File: src/rtl/fan_ctrl_pkg.sv
// Shared definitions for the fan controller front-end: FSM encoding,
// coefficient register map and default ADC handshake timeout.
package fan_ctrl_pkg;

    typedef enum logic [1:0] {
        ST_IDLE   = 2'd0,
        ST_COUNT  = 2'd1,
        ST_REQ    = 2'd2,
        ST_STROBE = 2'd3
    } state_t;

    localparam logic [2:0] ADDR_A0 = 3'd0;
    localparam logic [2:0] ADDR_A1 = 3'd1;
    localparam logic [2:0] ADDR_B0 = 3'd2;
    localparam logic [2:0] ADDR_B1 = 3'd3;
    localparam logic [2:0] ADDR_B2 = 3'd4;

    localparam int NUM_COEFFS             = 5;
    localparam int DEFAULT_TIMEOUT_CYCLES = 255;

    // Counter width able to hold 0..cycles-1 (at least one bit).
    function automatic int timeout_width(input int cycles);
        return (cycles < 2) ? 1 : $clog2(cycles);
    endfunction

endpackage

File: src/rtl/fan_ctrl_scheduler_if.sv
// Signal bundle between the fan controller scheduler and its environment
// (run control, ADC handshake, coefficient config port, PWM/PID outputs).
interface fan_ctrl_scheduler_if #(
    parameter int ADC_BITWIDTH        = 8,
    parameter int REG_BITWIDTH        = 5,
    parameter int PRESCALE_BITWIDTH   = 8,
    parameter int SAMPLE_DIV_BITWIDTH = 8
);
    logic                           enable_i;
    logic [PRESCALE_BITWIDTH-1:0]   prescale_i;
    logic [SAMPLE_DIV_BITWIDTH-1:0] sample_div_i;

    logic                           adc_req_o;
    logic                           adc_valid_i;
    logic [ADC_BITWIDTH-1:0]        adc_data_i;

    logic                           cfg_we_i;
    logic [2:0]                     cfg_addr_i;
    logic signed [REG_BITWIDTH-1:0] cfg_wdata_i;
    logic                           cfg_commit_i;

    logic                           clk_en_PWM_o;
    logic                           dataValid_STRB_o;
    logic [ADC_BITWIDTH-1:0]        ADC_value_o;
    logic signed [REG_BITWIDTH-1:0] a0_o;
    logic signed [REG_BITWIDTH-1:0] a1_o;
    logic signed [REG_BITWIDTH-1:0] b0_o;
    logic signed [REG_BITWIDTH-1:0] b1_o;
    logic signed [REG_BITWIDTH-1:0] b2_o;
    logic                           commit_pending_o;
    logic                           timeout_err_o;

    modport master (
        output enable_i, prescale_i, sample_div_i,
        output adc_valid_i, adc_data_i,
        output cfg_we_i, cfg_addr_i, cfg_wdata_i, cfg_commit_i,
        input  adc_req_o, clk_en_PWM_o, dataValid_STRB_o, ADC_value_o,
        input  a0_o, a1_o, b0_o, b1_o, b2_o, commit_pending_o, timeout_err_o
    );

    modport slave (
        input  enable_i, prescale_i, sample_div_i,
        input  adc_valid_i, adc_data_i,
        input  cfg_we_i, cfg_addr_i, cfg_wdata_i, cfg_commit_i,
        output adc_req_o, clk_en_PWM_o, dataValid_STRB_o, ADC_value_o,
        output a0_o, a1_o, b0_o, b1_o, b2_o, commit_pending_o, timeout_err_o
    );

endinterface

File: src/rtl/fan_ctrl_coeff_bank.sv
// PID coefficient bank: writes land in shadow regs; a commit stays pending until the sequencer
// raises apply at a safe point, then all five active regs update together one cycle later.
module fan_ctrl_coeff_bank
    import fan_ctrl_pkg::*;
#(
    parameter int REG_BITWIDTH = 5
) (
    input  logic                           clk,
    input  logic                           rst_n,
    input  logic                           we,
    input  logic [2:0]                     addr,
    input  logic signed [REG_BITWIDTH-1:0] wdata,
    input  logic                           commit,
    input  logic                           apply,
    output logic                           pending,
    output logic signed [REG_BITWIDTH-1:0] a0,
    output logic signed [REG_BITWIDTH-1:0] a1,
    output logic signed [REG_BITWIDTH-1:0] b0,
    output logic signed [REG_BITWIDTH-1:0] b1,
    output logic signed [REG_BITWIDTH-1:0] b2
);
    logic signed [REG_BITWIDTH-1:0] shadow_q [NUM_COEFFS];
    logic signed [REG_BITWIDTH-1:0] active_q [NUM_COEFFS];
    logic                           pending_q;
    logic                           do_apply;

    assign do_apply = apply && pending_q;

    always_ff @(posedge clk or negedge rst_n) begin
        if (!rst_n) begin
            for (int i = 0; i < NUM_COEFFS; i++) shadow_q[i] <= '0;
        end else if (we) begin
            case (addr)
                ADDR_A0: shadow_q[0] <= wdata;
                ADDR_A1: shadow_q[1] <= wdata;
                ADDR_B0: shadow_q[2] <= wdata;
                ADDR_B1: shadow_q[3] <= wdata;
                ADDR_B2: shadow_q[4] <= wdata;
                default: ;
            endcase
        end
    end

    always_ff @(posedge clk or negedge rst_n) begin
        if (!rst_n) begin
            for (int i = 0; i < NUM_COEFFS; i++) active_q[i] <= '0;
        end else if (do_apply) begin
            active_q <= shadow_q;
        end
    end

    // A commit seen while one is already pending is absorbed: one copy only.
    always_ff @(posedge clk or negedge rst_n) begin
        if (!rst_n) begin
            pending_q <= 1'b0;
        end else if (pending_q) begin
            if (apply) pending_q <= 1'b0;
        end else if (commit) begin
            pending_q <= 1'b1;
        end
    end

    assign pending = pending_q;
    assign a0      = active_q[0];
    assign a1      = active_q[1];
    assign b0      = active_q[2];
    assign b1      = active_q[3];
    assign b2      = active_q[4];

endmodule

File: src/rtl/fan_ctrl_scheduler.sv
// Fan controller sequencer: PWM prescaler, periodic ADC request, one-cycle PID strobe
// (valid in cycle k -> strobe in k+1), ADC timeout abort, atomic coefficient updates.
module fan_ctrl_scheduler
    import fan_ctrl_pkg::*;
#(
    parameter int ADC_BITWIDTH        = 8,
    parameter int REG_BITWIDTH        = 5,
    parameter int PRESCALE_BITWIDTH   = 8,
    parameter int SAMPLE_DIV_BITWIDTH = 8,
    parameter int TIMEOUT_CYCLES      = DEFAULT_TIMEOUT_CYCLES
) (
    input logic                clk_i,
    input logic                rstn_i,
    fan_ctrl_scheduler_if.slave bus
);
    localparam int              TO_W    = timeout_width(TIMEOUT_CYCLES);
    localparam logic [TO_W-1:0] TO_LAST = TO_W'(TIMEOUT_CYCLES - 1);

    state_t                         state_q;
    state_t                         state_d;
    logic [PRESCALE_BITWIDTH-1:0]   psc_q;
    logic [SAMPLE_DIV_BITWIDTH-1:0] tick_q;
    logic [TO_W-1:0]                to_q;
    logic [ADC_BITWIDTH-1:0]        adc_value_q;
    logic                           timeout_err_q;

    logic run;
    logic pwm_tick;
    logic sample_due;
    logic timeout_hit;
    logic capture;
    logic set_err;
    logic coeff_apply;

    // The prescaler keeps running through REQ/STROBE so the PWM never stalls.
    assign run         = bus.enable_i && (state_q != ST_IDLE);
    assign pwm_tick    = run && (psc_q >= bus.prescale_i);
    assign sample_due  = pwm_tick && (tick_q >= bus.sample_div_i);
    assign timeout_hit = (to_q == TO_LAST);

    always_comb begin
        state_d = state_q;
        capture = 1'b0;
        set_err = 1'b0;
        if (!bus.enable_i) begin
            state_d = ST_IDLE;
        end else begin
            case (state_q)
                ST_IDLE:   state_d = ST_COUNT;
                ST_COUNT:  if (sample_due) state_d = ST_REQ;
                ST_REQ: begin
                    if (bus.adc_valid_i) begin
                        capture = 1'b1;
                        state_d = ST_STROBE;
                    end else if (timeout_hit) begin
                        set_err = 1'b1;
                        state_d = ST_COUNT;
                    end
                end
                ST_STROBE: state_d = ST_COUNT;
                default:   state_d = ST_IDLE;
            endcase
        end
    end

    // Coefficients only move outside the request..strobe window.
    assign coeff_apply = (state_q == ST_IDLE) ||
                         ((state_q == ST_COUNT) && (state_d == ST_REQ));

    always_ff @(posedge clk_i or negedge rstn_i) begin
        if (!rstn_i) state_q <= ST_IDLE;
        else         state_q <= state_d;
    end

    always_ff @(posedge clk_i or negedge rstn_i) begin
        if (!rstn_i)               psc_q <= '0;
        else if (!run || pwm_tick) psc_q <= '0;
        else                       psc_q <= psc_q + PRESCALE_BITWIDTH'(1);
    end

    always_ff @(posedge clk_i or negedge rstn_i) begin
        if (!rstn_i) begin
            tick_q <= '0;
        end else if (state_q != ST_COUNT) begin
            tick_q <= '0;
        end else if (pwm_tick) begin
            tick_q <= sample_due ? '0 : tick_q + SAMPLE_DIV_BITWIDTH'(1);
        end
    end

    always_ff @(posedge clk_i or negedge rstn_i) begin
        if (!rstn_i)                to_q <= '0;
        else if (state_q != ST_REQ) to_q <= '0;
        else                        to_q <= to_q + TO_W'(1);
    end

    always_ff @(posedge clk_i or negedge rstn_i) begin
        if (!rstn_i)      adc_value_q <= '0;
        else if (capture) adc_value_q <= bus.adc_data_i;
    end

    always_ff @(posedge clk_i or negedge rstn_i) begin
        if (!rstn_i)      timeout_err_q <= 1'b0;
        else if (set_err) timeout_err_q <= 1'b1;
    end

    fan_ctrl_coeff_bank #(
        .REG_BITWIDTH(REG_BITWIDTH)
    ) u_coeff_bank (
        .clk     (clk_i),
        .rst_n   (rstn_i),
        .we      (bus.cfg_we_i),
        .addr    (bus.cfg_addr_i),
        .wdata   (bus.cfg_wdata_i),
        .commit  (bus.cfg_commit_i),
        .apply   (coeff_apply),
        .pending (bus.commit_pending_o),
        .a0      (bus.a0_o),
        .a1      (bus.a1_o),
        .b0      (bus.b0_o),
        .b1      (bus.b1_o),
        .b2      (bus.b2_o)
    );

    assign bus.adc_req_o        = (state_q == ST_REQ);
    assign bus.dataValid_STRB_o = (state_q == ST_STROBE);
    assign bus.clk_en_PWM_o     = pwm_tick;
    assign bus.ADC_value_o      = adc_value_q;
    assign bus.timeout_err_o    = timeout_err_q;

endmodule

File: src/flat_wrapper.sv
// flat-port wrapper written by rule: the top's interface ports become plain ports
module fan_ctrl_scheduler_flat import fan_ctrl_pkg::*;
#(
    parameter int ADC_BITWIDTH        = 8,
    parameter int REG_BITWIDTH        = 5,
    parameter int PRESCALE_BITWIDTH   = 8,
    parameter int SAMPLE_DIV_BITWIDTH = 8,
    parameter int TIMEOUT_CYCLES      = DEFAULT_TIMEOUT_CYCLES
)
  (clk_i, rstn_i, bus_enable_i, bus_prescale_i, bus_sample_div_i, bus_adc_valid_i, bus_adc_data_i, bus_cfg_we_i, bus_cfg_addr_i, bus_cfg_wdata_i, bus_cfg_commit_i, bus_adc_req_o, bus_clk_en_PWM_o, bus_dataValid_STRB_o, bus_ADC_value_o, bus_a0_o, bus_a1_o, bus_b0_o, bus_b1_o, bus_b2_o, bus_commit_pending_o, bus_timeout_err_o);
  fan_ctrl_scheduler_if #(.ADC_BITWIDTH(ADC_BITWIDTH), .REG_BITWIDTH(REG_BITWIDTH), .PRESCALE_BITWIDTH(PRESCALE_BITWIDTH), .SAMPLE_DIV_BITWIDTH(SAMPLE_DIV_BITWIDTH)) bus_i ();
  input logic clk_i;
  input logic rstn_i;
  input wire logic [$bits(bus_i.enable_i)-1:0] bus_enable_i;
  input wire logic [$bits(bus_i.prescale_i)-1:0] bus_prescale_i;
  input wire logic [$bits(bus_i.sample_div_i)-1:0] bus_sample_div_i;
  input wire logic [$bits(bus_i.adc_valid_i)-1:0] bus_adc_valid_i;
  input wire logic [$bits(bus_i.adc_data_i)-1:0] bus_adc_data_i;
  input wire logic [$bits(bus_i.cfg_we_i)-1:0] bus_cfg_we_i;
  input wire logic [$bits(bus_i.cfg_addr_i)-1:0] bus_cfg_addr_i;
  input wire logic [$bits(bus_i.cfg_wdata_i)-1:0] bus_cfg_wdata_i;
  input wire logic [$bits(bus_i.cfg_commit_i)-1:0] bus_cfg_commit_i;
  output wire logic [$bits(bus_i.adc_req_o)-1:0] bus_adc_req_o;
  output wire logic [$bits(bus_i.clk_en_PWM_o)-1:0] bus_clk_en_PWM_o;
  output wire logic [$bits(bus_i.dataValid_STRB_o)-1:0] bus_dataValid_STRB_o;
  output wire logic [$bits(bus_i.ADC_value_o)-1:0] bus_ADC_value_o;
  output wire logic [$bits(bus_i.a0_o)-1:0] bus_a0_o;
  output wire logic [$bits(bus_i.a1_o)-1:0] bus_a1_o;
  output wire logic [$bits(bus_i.b0_o)-1:0] bus_b0_o;
  output wire logic [$bits(bus_i.b1_o)-1:0] bus_b1_o;
  output wire logic [$bits(bus_i.b2_o)-1:0] bus_b2_o;
  output wire logic [$bits(bus_i.commit_pending_o)-1:0] bus_commit_pending_o;
  output wire logic [$bits(bus_i.timeout_err_o)-1:0] bus_timeout_err_o;
  assign bus_i.enable_i = bus_enable_i;
  assign bus_i.prescale_i = bus_prescale_i;
  assign bus_i.sample_div_i = bus_sample_div_i;
  assign bus_i.adc_valid_i = bus_adc_valid_i;
  assign bus_i.adc_data_i = bus_adc_data_i;
  assign bus_i.cfg_we_i = bus_cfg_we_i;
  assign bus_i.cfg_addr_i = bus_cfg_addr_i;
  assign bus_i.cfg_wdata_i = bus_cfg_wdata_i;
  assign bus_i.cfg_commit_i = bus_cfg_commit_i;
  assign bus_adc_req_o = bus_i.adc_req_o;
  assign bus_clk_en_PWM_o = bus_i.clk_en_PWM_o;
  assign bus_dataValid_STRB_o = bus_i.dataValid_STRB_o;
  assign bus_ADC_value_o = bus_i.ADC_value_o;
  assign bus_a0_o = bus_i.a0_o;
  assign bus_a1_o = bus_i.a1_o;
  assign bus_b0_o = bus_i.b0_o;
  assign bus_b1_o = bus_i.b1_o;
  assign bus_b2_o = bus_i.b2_o;
  assign bus_commit_pending_o = bus_i.commit_pending_o;
  assign bus_timeout_err_o = bus_i.timeout_err_o;
  fan_ctrl_scheduler #(.ADC_BITWIDTH(ADC_BITWIDTH), .REG_BITWIDTH(REG_BITWIDTH), .PRESCALE_BITWIDTH(PRESCALE_BITWIDTH), .SAMPLE_DIV_BITWIDTH(SAMPLE_DIV_BITWIDTH), .TIMEOUT_CYCLES(TIMEOUT_CYCLES)) u_core (.clk_i(clk_i), .rstn_i(rstn_i), .bus(bus_i));
endmodule
File: config.mk
export PLATFORM = sky130hd
export DESIGN_NAME = fan_ctrl_scheduler_flat
export DESIGN_NICKNAME = d
export VERILOG_FILES = /design/src/rtl/fan_ctrl_pkg.sv /design/src/rtl/fan_ctrl_scheduler_if.sv /design/src/rtl/fan_ctrl_coeff_bank.sv /design/src/rtl/fan_ctrl_scheduler.sv /design/src/flat_wrapper.sv
export SDC_FILE = /design/constraint.sdc
export NUM_CORES = 1
export LEC_CHECK = 0
export BUFFER_PORTS_ARGS = -buffer_cell sky130_fd_sc_hd__buf_4
export CORE_ASPECT_RATIO = 1.1
export CORE_MARGIN = 2
export CORE_UTILIZATION = 60
export DETAILED_ROUTE_END_ITERATION = 10
export GPL_TIMING_DRIVEN = 0
export PLACE_DENSITY = 0.84
export SYNTH_ARGS = -nofsm -noshare
export SYNTH_HDL_FRONTEND = slang
export SYNTH_SLANG_ARGS = --single-unit
File: constraint.sdc
create_clock -name clk_i -period 4.36 [get_ports clk_i]
set_input_delay 0.436 -clock clk_i [delete_from_list [all_inputs] [get_ports clk_i]]
set_output_delay 0.436 -clock clk_i [all_outputs]
set_load 0.05 [all_outputs]
Word-level counts from Yosys, hierarchy flattened
Index checks and enable logic that the tools add are counted.
{"block": "op_classes", "eq_ne": 11, "mux": 20, "n_addsub": 3, "magnitude_cmp": 2, "reduce_logical": 18}
{"op": "$mux W8", "n": 5}
{"op": "$add A8 B1 Y8 const B", "n": 3}
{"op": "$ge A8 B8 Y1", "n": 2}
{"op": "$mux W1", "n": 10}
{"op": "$reduce_and A2 Y1", "n": 5}
{"op": "$eq A8 B8 Y1 const B", "n": 1}
{"op": "$mux W2", "n": 4}
{"op": "$eq A2 B2 Y1 const B", "n": 3}
{"op": "$eq A3 B2 Y1 const B", "n": 2}
{"op": "$pmux W2 S3", "n": 1}
{"op": "$logic_and A1 B1 Y1", "n": 5}
{"op": "$reduce_bool A2 Y1", "n": 2}
{"op": "$eq A3 B1 Y1 const B", "n": 1}
{"op": "$eq A3 B3 Y1 const B", "n": 1}
{"op": "$logic_not A3 Y1", "n": 1}
{"op": "$eq A2 B1 Y1 const B", "n": 1}
{"op": "$logic_not A2 Y1", "n": 1}
{"op": "$logic_or A1 B1 Y1", "n": 2}
{"op": "$ne A2 B1 Y1 const B", "n": 1}
{"op": "$ne A2 B2 Y1 const B", "n": 1}
{"op": "$reduce_or A2 Y1", "n": 1}
{"op": "$logic_not A1 Y1", "n": 1}
{"block": "word_totals", "output_inout_bits": 38, "reg_bits": 86, "elab_cells": 71}

Longest topological paths before layout
Gate-level depths: netlist of run 1.
{"block": "depth", "word_depth": 12, "depth_mapped": 9, "mapped_depth_nobuf": 9}

Modules after synthesis
A second synthesis of run 1 with hierarchy kept.
{"block": "hier_totals", "cells_unflattened": 329, "hier_area_um2": 4081.4}
{"module": "fan_ctrl_scheduler", "seq_area_each_um2": 875.8, "area_per_inst_um2": 2144.6, "n_inst": 1, "cells_each": 218}
{"module": "fan_ctrl_coeff_bank", "seq_area_each_um2": 1276.2, "area_per_inst_um2": 1936.9, "n_inst": 1, "cells_each": 111}

Worst setup path after synthesis of run 1
No wires, ideal clock.
{"block": "synth_timing", "path_type": "input-to-output", "from": "input bus_prescale_i[0]", "to": "output bus_clk_en_PWM_o", "n_path_buf": 0, "slack_ns": 2.094, "stages": 6, "t_arrival_ns": 1.830, "path_cell_list": "ha_1 nand2b_4 a2111oi_2 o31ai_2 nand2b_1 inv_1"}
{"block": "synth_between", "elab_chain_cells": 2}
{"element": "start, declared", "line": "flat_wrapper.sv:15", "rtl": "input wire logic [$bits(bus_i.prescale_i)-1:0] bus_prescale_i;"}
{"element": "$ge A8 B8 Y1", "line": "fan_ctrl_scheduler.sv:37", "rtl": "assign pwm_tick = run && (psc_q >= bus.prescale_i);"}
{"element": "$logic_and A1 B1 Y1", "line": "fan_ctrl_scheduler.sv:37"}
{"element": "end, declared", "line": "flat_wrapper.sv:24", "rtl": "output wire logic [$bits(bus_i.clk_en_PWM_o)-1:0] bus_clk_en_PWM_o;"}
Every way passes these cells.

Final worst setup path of run 1
{"block": "layout_timing", "from": "register u_core.psc_q[0]", "to": "output bus_clk_en_PWM_o"}
{"block": "layout_between", "elab_chain_cells": 2}
{"element": "start, declared", "line": "fan_ctrl_scheduler.sv:21", "rtl": "logic [PRESCALE_BITWIDTH-1:0] psc_q;"}
{"element": "start signal, assigned", "line": "fan_ctrl_scheduler.sv:78", "rtl": "else psc_q <= psc_q + PRESCALE_BITWIDTH'(1);"}
{"element": "$ge A8 B8 Y1", "line": "fan_ctrl_scheduler.sv:37"}
{"element": "$logic_and A1 B1 Y1", "line": "fan_ctrl_scheduler.sv:37"}
Every way passes these cells.

==> results.toml, run 1 <==
[power_and_ir_drop]
p_comb_share_pct = 49.2
power.density_nw_per_um2 = 685
power.share.sequential_pct = 34.5
internal-power_uw = 2010
p_leak_uw = 0.00246
ir_drop_mv = 0.637
p_switching_uw = 1430
power.share.clock_pct = 16.3
switching_share_pct = 41.5

[synthesis]
async_reset_ff_share_pct = 100
yosysSeqAreaShare_pct = 51.8
syn-cell-area_um2 = 4160
syn-num-nets = 385
ys_types = 44
synthFlopType = "dfrtp_1"
synth-edff-count = 0
yosysWarnings = 0
synth_cells = 323
ys_ff_latch = 86
syn_area_per_cell_um2 = 12.9

[critical_path]
cp_data_arrival_time_ps = 2530
crit_required_ps = 3920
crit_top_cell = "inv_1"
cp_cell_sequence = "inv_1 > ha_1 > nand2b_4 > a2111oi_2 > o31ai_2 > nand2b_1 > inv_1 > buf_4"
cp-start-kind = "register"
crit_slowest_cell = "a2111oi_2"
cpPeakStageDelay_ps = 510
crit_type = "register to output port"
worst-path-max-fanout = 6
end_kind = "output port"

[drt]
drt-total-wl_um = 8330
via_count = 2743
wire_per_inst_um = 16.8
routed_via_density = 5.53
drtAntennaViolNets = 0
first_pass_iters = 4
drcViolationCount = 0
drt-initial-drc-count = 166

[timing]
relSlewSlack_pct = 31.1
fin_crit_sh_pct = 68.0
slew_viol_final = 0
skew_ps = 11.9
hold_viol = 0
worstMarginPinSlew_ps = 1030
rsz0062_at_grt = "false"
fmax_mhz = 337
setup-violations-final = 0
tns_ps = 0
min_period_ps = 2960

[clock_tree]
cts_buffer_depth = 2
cts.sinks = 86
h-tree-depth = 3
cts_post_setup_buffers_inserted = 0
cts.root.buffer_cell = "clkbuf_8"
cts_buffers = 9
clk_latency_ps = 350
clkTransAtPathRegs_ps = 80
cts_tree = "built"
cts_hold_buf = 0
cts_resized = 0

[floorplanning]
row_count = 31
dieArea_um2 = 7610
core_area_um2 = 6630
die_w_um = 83.4
num_io_pins = 76
die_y_um = 91.3
start_util_pct = 62.7

[grt]
grt-ovfl-total = 0
grt_pass1_vias = 3001
grt_usage_pct = 23.4
grt_pass1_wl_um = 14100
antenna_found_initial = 0
grt_max_degree = 87

[cells_and_area]
drive_above_1_share_pct = 39.6
n_antenna_cell = 0
fin_util_pct = 75.8
fin_nets = 471
area_growth_pct = 21.0

[run]
cap_violations = 0

[placement]
port-buffer-count = 75
gp_congestion = 0.814
dp_hpwl_um = 6070

[hold_path]
min_path_type = "input port to async pin"

[run_status]
status = "finished, final reports clean"
## worst paths after layout
path	startpoint	end	slack (ps)	depth (start not counted)
worst min register to register	u_core.bus.timeout_err_o	u_core.bus.timeout_err_o	480	2
min in group clk_i	bus_adc_valid_i	u_core.bus.timeout_err_o	280	2
worst min-delay path	rstn_i	u_core.u_coeff_bank.shadow_q[9]	260	1
worst max register to register	u_core.psc_q[0]	u_core.u_coeff_bank.b0[1]	1920	9
worst max-delay path	u_core.psc_q[0]	bus_clk_en_PWM_o	1400	8
max in group asynchronous	rstn_i	u_core.u_coeff_bank.shadow_q[1]	3440	1
## power groups by stage
stage / clock network, uW / registers, uW / logic (uW)
after detailed placement: 0 / 1190 / 1700
after CTS: 568 / 1190 / 1710
final: 561 / 1190 / 1690
after global placement: 0 / 1180 / 1660
after global routing: 598 / 1220 / 1780
after floorplan: 0 / 1720 / 700
## synth_stat cells, types with 2 or more instances
master | number | area (um^2)
inv_1 | 23 | 86.3
o21ai_0 | 3 | 15.0
nand2b_4 | 2 | 27.5
clkbuf_1 | 2 | 7.51
nand4b_1 | 2 | 17.5
nand4_1 | 3 | 18.8
o21a_1 | 2 | 15.0
nand2_1 | 8 | 30.0
ha_1 | 24 | 300
buf_12 | 2 | 40.0
and4bb_2 | 2 | 25.0
mux2_4 | 19 | 285
xnor2_1 | 7 | 61.3
a21oi_1 | 7 | 35.0
nor2b_1 | 4 | 25.0
and3_1 | 6 | 37.5
nor2_1 | 21 | 78.8
xor2_1 | 9 | 78.8
nor3_1 | 2 | 10.0
o21ai_2 | 2 | 17.5
mux2_2 | 39 | 439
nand3_1 | 20 | 100
a21o_1 | 2 | 15.0
dfrtp_1 | 86 | 2150
and2_1 | 6 | 37.5
nand2b_1 | 2 | 12.5
## cell usage in the layout (no fill, tap or decap), types with 2 or more instances in the layout
| cell | n |
|---|---|
| o21ai_0 | 3 |
| clkbuf_1 | 3 |
| clkinvlp_4 | 2 |
| ha_1 | 24 |
| buf_12 | 2 |
| nor4b_2 | 2 |
| nand2b_4 | 2 |
| clkbuf_8 | 10 |
| a21o_1 | 2 |
| nand4b_1 | 2 |
| xnor2_1 | 7 |
| dfrtp_1 | 86 |
| xor2_1 | 9 |
| inv_1 | 23 |
| nor3_1 | 2 |
| nor2b_1 | 4 |
| mux2_2 | 39 |
| and3_1 | 6 |
| nand4_1 | 3 |
| nand3_1 | 20 |
| and4bb_2 | 2 |
| buf_4 | 75 |
| o21ai_2 | 2 |
| mux2_4 | 19 |
| nand2_1 | 8 |
| nand2b_1 | 2 |
| a21oi_1 | 7 |
| nor2_1 | 21 |
| and2_1 | 6 |
| o21a_1 | 2 |
## cell families (layout without fill, tap and decap cells)
| family | after synthesis | count (layout) | share of synthesized area [%] |
|---|---|---|---|
| buf+inv | 27 | 118 | 3.22 |
| flops | 86 | 86 | 51.8 |
| fa+ha+maj | 24 | 24 | 7.22 |
| simple gates | 82 | 82 | 11.0 |
| compound gates | 30 | 30 | 5.99 |
| xor+xnor | 16 | 16 | 3.37 |
| mux | 58 | 58 | 17.4 |
## metal layers
layer	GRT usage (%)	wire, um	part of all wire [%]	up-vias
met3	4.00	329	3.9	12
met1	28.1	3360	40	1370
met4	8.06	126	1.5	0
met2	42.5	4510	54	62
met5	0	0	0	-
li1	-	-	-	1299
## flip-flops by register name, indices dropped and copies added, names as in the netlist
register	cells
u_core.state_q	2
u_core.bus.ADC_value_o	8
u_core.bus.timeout_err_o	1
u_core.to_q	8
u_core.u_coeff_bank.b2	5
u_core.u_coeff_bank.shadow_q	25
u_core.u_coeff_bank.a1	5
u_core.u_coeff_bank.a0	5
u_core.tick_q	8
u_core.u_coeff_bank.pending	1
u_core.u_coeff_bank.b0	5
u_core.psc_q	8
u_core.u_coeff_bank.b1	5
## cell type report
cell class / count / area (um^2)
Clock buffer: 11 / 141
Fill cell: 442 / 1600
Timing Repair Buffer: 75 / 563
Multi-Input combinational cell: 210 / 1880
Clock inverter: 5 / 58.8
Buffer: 4 / 47.5
Inverter: 23 / 86.3
Sequential cell: 86 / 2150
Tap cell: 82 / 103
## metrics by stage
| stage | hold WS [ps] | instance area [um^2] | worst slack (ps) | total power [uW] | std cells |
|---|---|---|---|---|---|
| 4_1_cts | 273 | 5020 | 1390 | 3460 | 496 |
| 6_report | 259 | 5030 | 1400 | 3440 | 496 |
| 3_5_place_dp | 458 | 4820 | 1700 | 2900 | 480 |
| 2_1_floorplan | 140 | 4160 | 2090 | 2420 | 323 |
| 5_1_grt | 294 | 5030 | 1250 | 3600 | 496 |
| 3_3_place_gp | 454 | 4820 | 1720 | 2850 | 480 |
## worst max-delay path: cells and delay by family (launching register included)
kind | cells | cell delay (ps)
DFF | 1 | 430
and+or+nand+nor | 2 | 370
AOI/OAI and AO/OA | 2 | 670
buffers and inverters | 3 | 440
adders and majority gates | 1 | 260
Power figures use the tool's default switching activity.
==> run 2, diff against run 1 <==
- ABC_AREA: unset -> 1
- CORE_UTILIZATION: 60 -> 50
- PLACE_DENSITY: 0.84 -> 0.75
- clock period: 4.36 -> 2.6 ns (I/O delays scaled with it)
==> results.toml, run 2 <==
[cells_and_area]
drive_above_1_share_pct = 23.9
n_antenna_cell = 0
fin_util_pct = 62.8
final_area_um2 = 5000
fillCellCount = 664
stdcell_count = 653
layout_commonest_cell = "nand2_1"
largest_register_ff_count = 25
area_growth_pct = 21.3
final_cell_mix = "nand2_1, dfrtp_1, buf_4, inv_1, nand3_1"
top_register = "u_core.u_coeff_bank.shadow_q"
fin_nets = 602

[clock_tree]
h-tree-depth = 3
cts_tree = "built"
cts.root.buffer_cell = "clkbuf_8"
clk_latency_ps = 350
cts_hold_buf = 0
cts_buffers = 9
clkTransAtPathRegs_ps = 90
cts_resized = 0
cts.sinks = 86
cts_buffer_depth = 2
cts_post_setup_buffers_inserted = 0

[timing]
hold_viol = 0
fmax_mhz = 452
rsz0062_at_grt = "false"
skew_ps = 11.3
tns_ps = 0
slew_viol_final = 0
setup-violations-final = 0
relSlewSlack_pct = 30.0
fin_crit_sh_pct = 85.1
min_period_ps = 2210
worstMarginPinSlew_ps = 1050

[drt]
routed_via_density = 4.96
wire_per_inst_um = 12.3
drt-total-wl_um = 8030
drcViolationCount = 0
drtAntennaViolNets = 0
drt-initial-drc-count = 131
via_count = 3239
first_pass_iters = 4

[power_and_ir_drop]
p_leak_uw = 0.00267
p_switching_uw = 2340
power.share.sequential_pct = 36.4
ir_drop_mv = 0.595
p_total_uw = 5170
power.density_nw_per_um2 = 1030
power.share.clock_pct = 16.6
switching_share_pct = 45.3
internal-power_uw = 2830
p_comb_share_pct = 47.0

[grt]
grt_max_degree = 87
grt-ovfl-total = 0
grt_usage_pct = 19.2
antenna_found_initial = 0
grt_pass1_wl_um = 14200
grt_pass1_vias = 3307

[synthesis]
synthFlopType = "dfrtp_1"
synth_top_family_by_area = "simple AND/OR/NAND/NOR gates"
syn_area_per_cell_um2 = 9.07
yosysWarnings = 0
synthTopCellsByCount = "nand2_1, dfrtp_1, inv_1"
async_reset_ff_share_pct = 100
synth_cells = 454
synth_top_area_share_pct = 52.3
syn-num-nets = 516
syn-cell-area_um2 = 4120
synth_most_common_cell = "nand2_1"
synth_compound_gate_area_share_pct = 6.53
synth-edff-count = 0
synthXorXnorAreaFrac_pct = 0.638
synthAdderAreaFrac_pct = 7.29
yosys.area_share.simple_pct = 24.2
yosys-top-cells-area = "dfrtp_1, nand2_1, ha_1"
ys_ff_latch = 86
synth.mux.area_fraction_pct = 2.19
yosysSeqAreaShare_pct = 52.3
synth_top_area_cell = "dfrtp_1"
ys_types = 32

[critical_path]
crit_slowest_cell = "dfrtp_1"
cp_top_family = "simple AND/OR/NAND/NOR gates"
end_kind = "output port"
cpPeakStageDelay_ps = 430
worst-path-stages = 8
worst-path-max-fanout = 5
r2r_cells = 14
cp_cell_sequence = "ha_1 > a21oi_1 > nor2_1 > nor2_1 > nand3_2 > nand2_1 > inv_1 > buf_4"
crit_top_cell = "nor2_1"
crit_required_ps = 2340
cp-start-kind = "register"
path_buf_inv = 2
crit_type = "register to output port"
cp_data_arrival_time_ps = 1950

[hold_path]
min_path_type = "input port to async pin"

[floorplanning]
die_w_um = 90.5
dieArea_um2 = 8980
die_y_um = 99.2
row_count = 34
num_io_pins = 76
core_area_um2 = 7960
start_util_pct = 51.8

[run_status]
status = "finished, final reports clean"

[placement]
gp_congestion = 0.795
dpl.cell_count = 637
post_dp_cell_area_um2 = 4820
port-buffer-count = 75
dp_hpwl_um = 5830

[run]
cap_violations = 0
==> run 2: cell types whose count changed in the layout (fill, tap and decap cells not counted), moves of 6 or more <==
| cell | delta |
|---|---|
| o21ai_0 | +27 |
| nand2_2 | +13 |
| mux2_2 | -31 |
| inv_1 | +32 |
| xnor2_1 | -6 |
| xor2_1 | -7 |
| nand2_1 | +101 |
| nand3_1 | +18 |
| nor3_1 | +8 |
| a21oi_1 | +9 |
| nor2_1 | +12 |
| and2_1 | -6 |
| and3_1 | -6 |
| mux2_4 | -19 |
==> run 2: through the flow <==
step | worst slack, ps | hold slack (ps)
2_1_floorplan | 421 | -35.6
3_3_place_gp | 471 | 457
3_5_place_dp | 400 | 460
4_1_cts | 339 | 116
5_1_grt | 214 | 121
6_report | 388 | 98.1
==> run 2: worst register-to-register path, cell delays in order (launching register included) <==
cell,delay [ps]
dfrtp_1,430
ha_1,310
a21oi_1,170
nor2_1,50
nor2_1,170
nand3_2,120
nand3_2,100
nand2_1,60
nand2_1,60
nand2_1,70
nand2_2,90
nand2_4,110
buf_4,200
nand3_1,90
nand2_1,60
==> run 2: cell type report <==
class | count | area [um^2] | area share, %
Sequential cell | 86 | 2150 | 43.1
Timing Repair Buffer | 75 | 563 | 11.3
Clock buffer | 10 | 138 | 2.75
Multi-Input combinational cell | 305 | 1680 | 33.7
Tap cell | 108 | 135 | 2.70
Buffer | 8 | 75.1 | 1.50
Inverter | 55 | 206 | 4.13
Clock inverter | 6 | 42.5 | 0.851
==> run 2: power groups by stage <==
stage               clock, uW  combinational, uW  sequential [uW]
floorplan                   0                985             2660
global placement            0               2420             1890
detailed placement          0               2450             1910
CTS                       885               2460             1880
global route              935               2630             1920
finish                    857               2430             1880
==> run 2: per-layer routing <==
metal  GRT usage [%]  up-vias  wire (um)
met4            7.34        0         89
li1                -     1633          -
met3            3.03       10        280
met1            24.0     1528       3650
met5               0        -          0
met2            33.9       68       4010
==> run 2: cell families (layout without fill, tap and decap cells) <==
family | count (synthesis) | after routing
AND/OR/NAND/NOR | 219 | 219
buffers and inverters | 63 | 154
multiplexers | 8 | 8
adder cells (fa/ha/maj) | 24 | 24
AO/OA/AOI/OAI | 51 | 51
XOR/XNOR | 3 | 3
flip-flops | 86 | 86
==> run 2: final timing paths <==
kind | startpoint | to | slack [ps]
worst max-delay path | u_core.psc_q[5] | bus_clk_en_PWM_o | 390
worst max register to register | u_core.psc_q[5] | u_core.u_coeff_bank.b0[0] | 420
worst min-delay path | rstn_i | u_core.bus.ADC_value_o[2] | 100
worst min register to register | u_core.u_coeff_bank.a0[0] | u_core.u_coeff_bank.a0[0] | 480
max in group asynchronous | rstn_i | u_core.u_coeff_bank.b2[3] | 1840
min in group clk_i | bus_adc_data_i[0] | u_core.bus.ADC_value_o[0] | 130
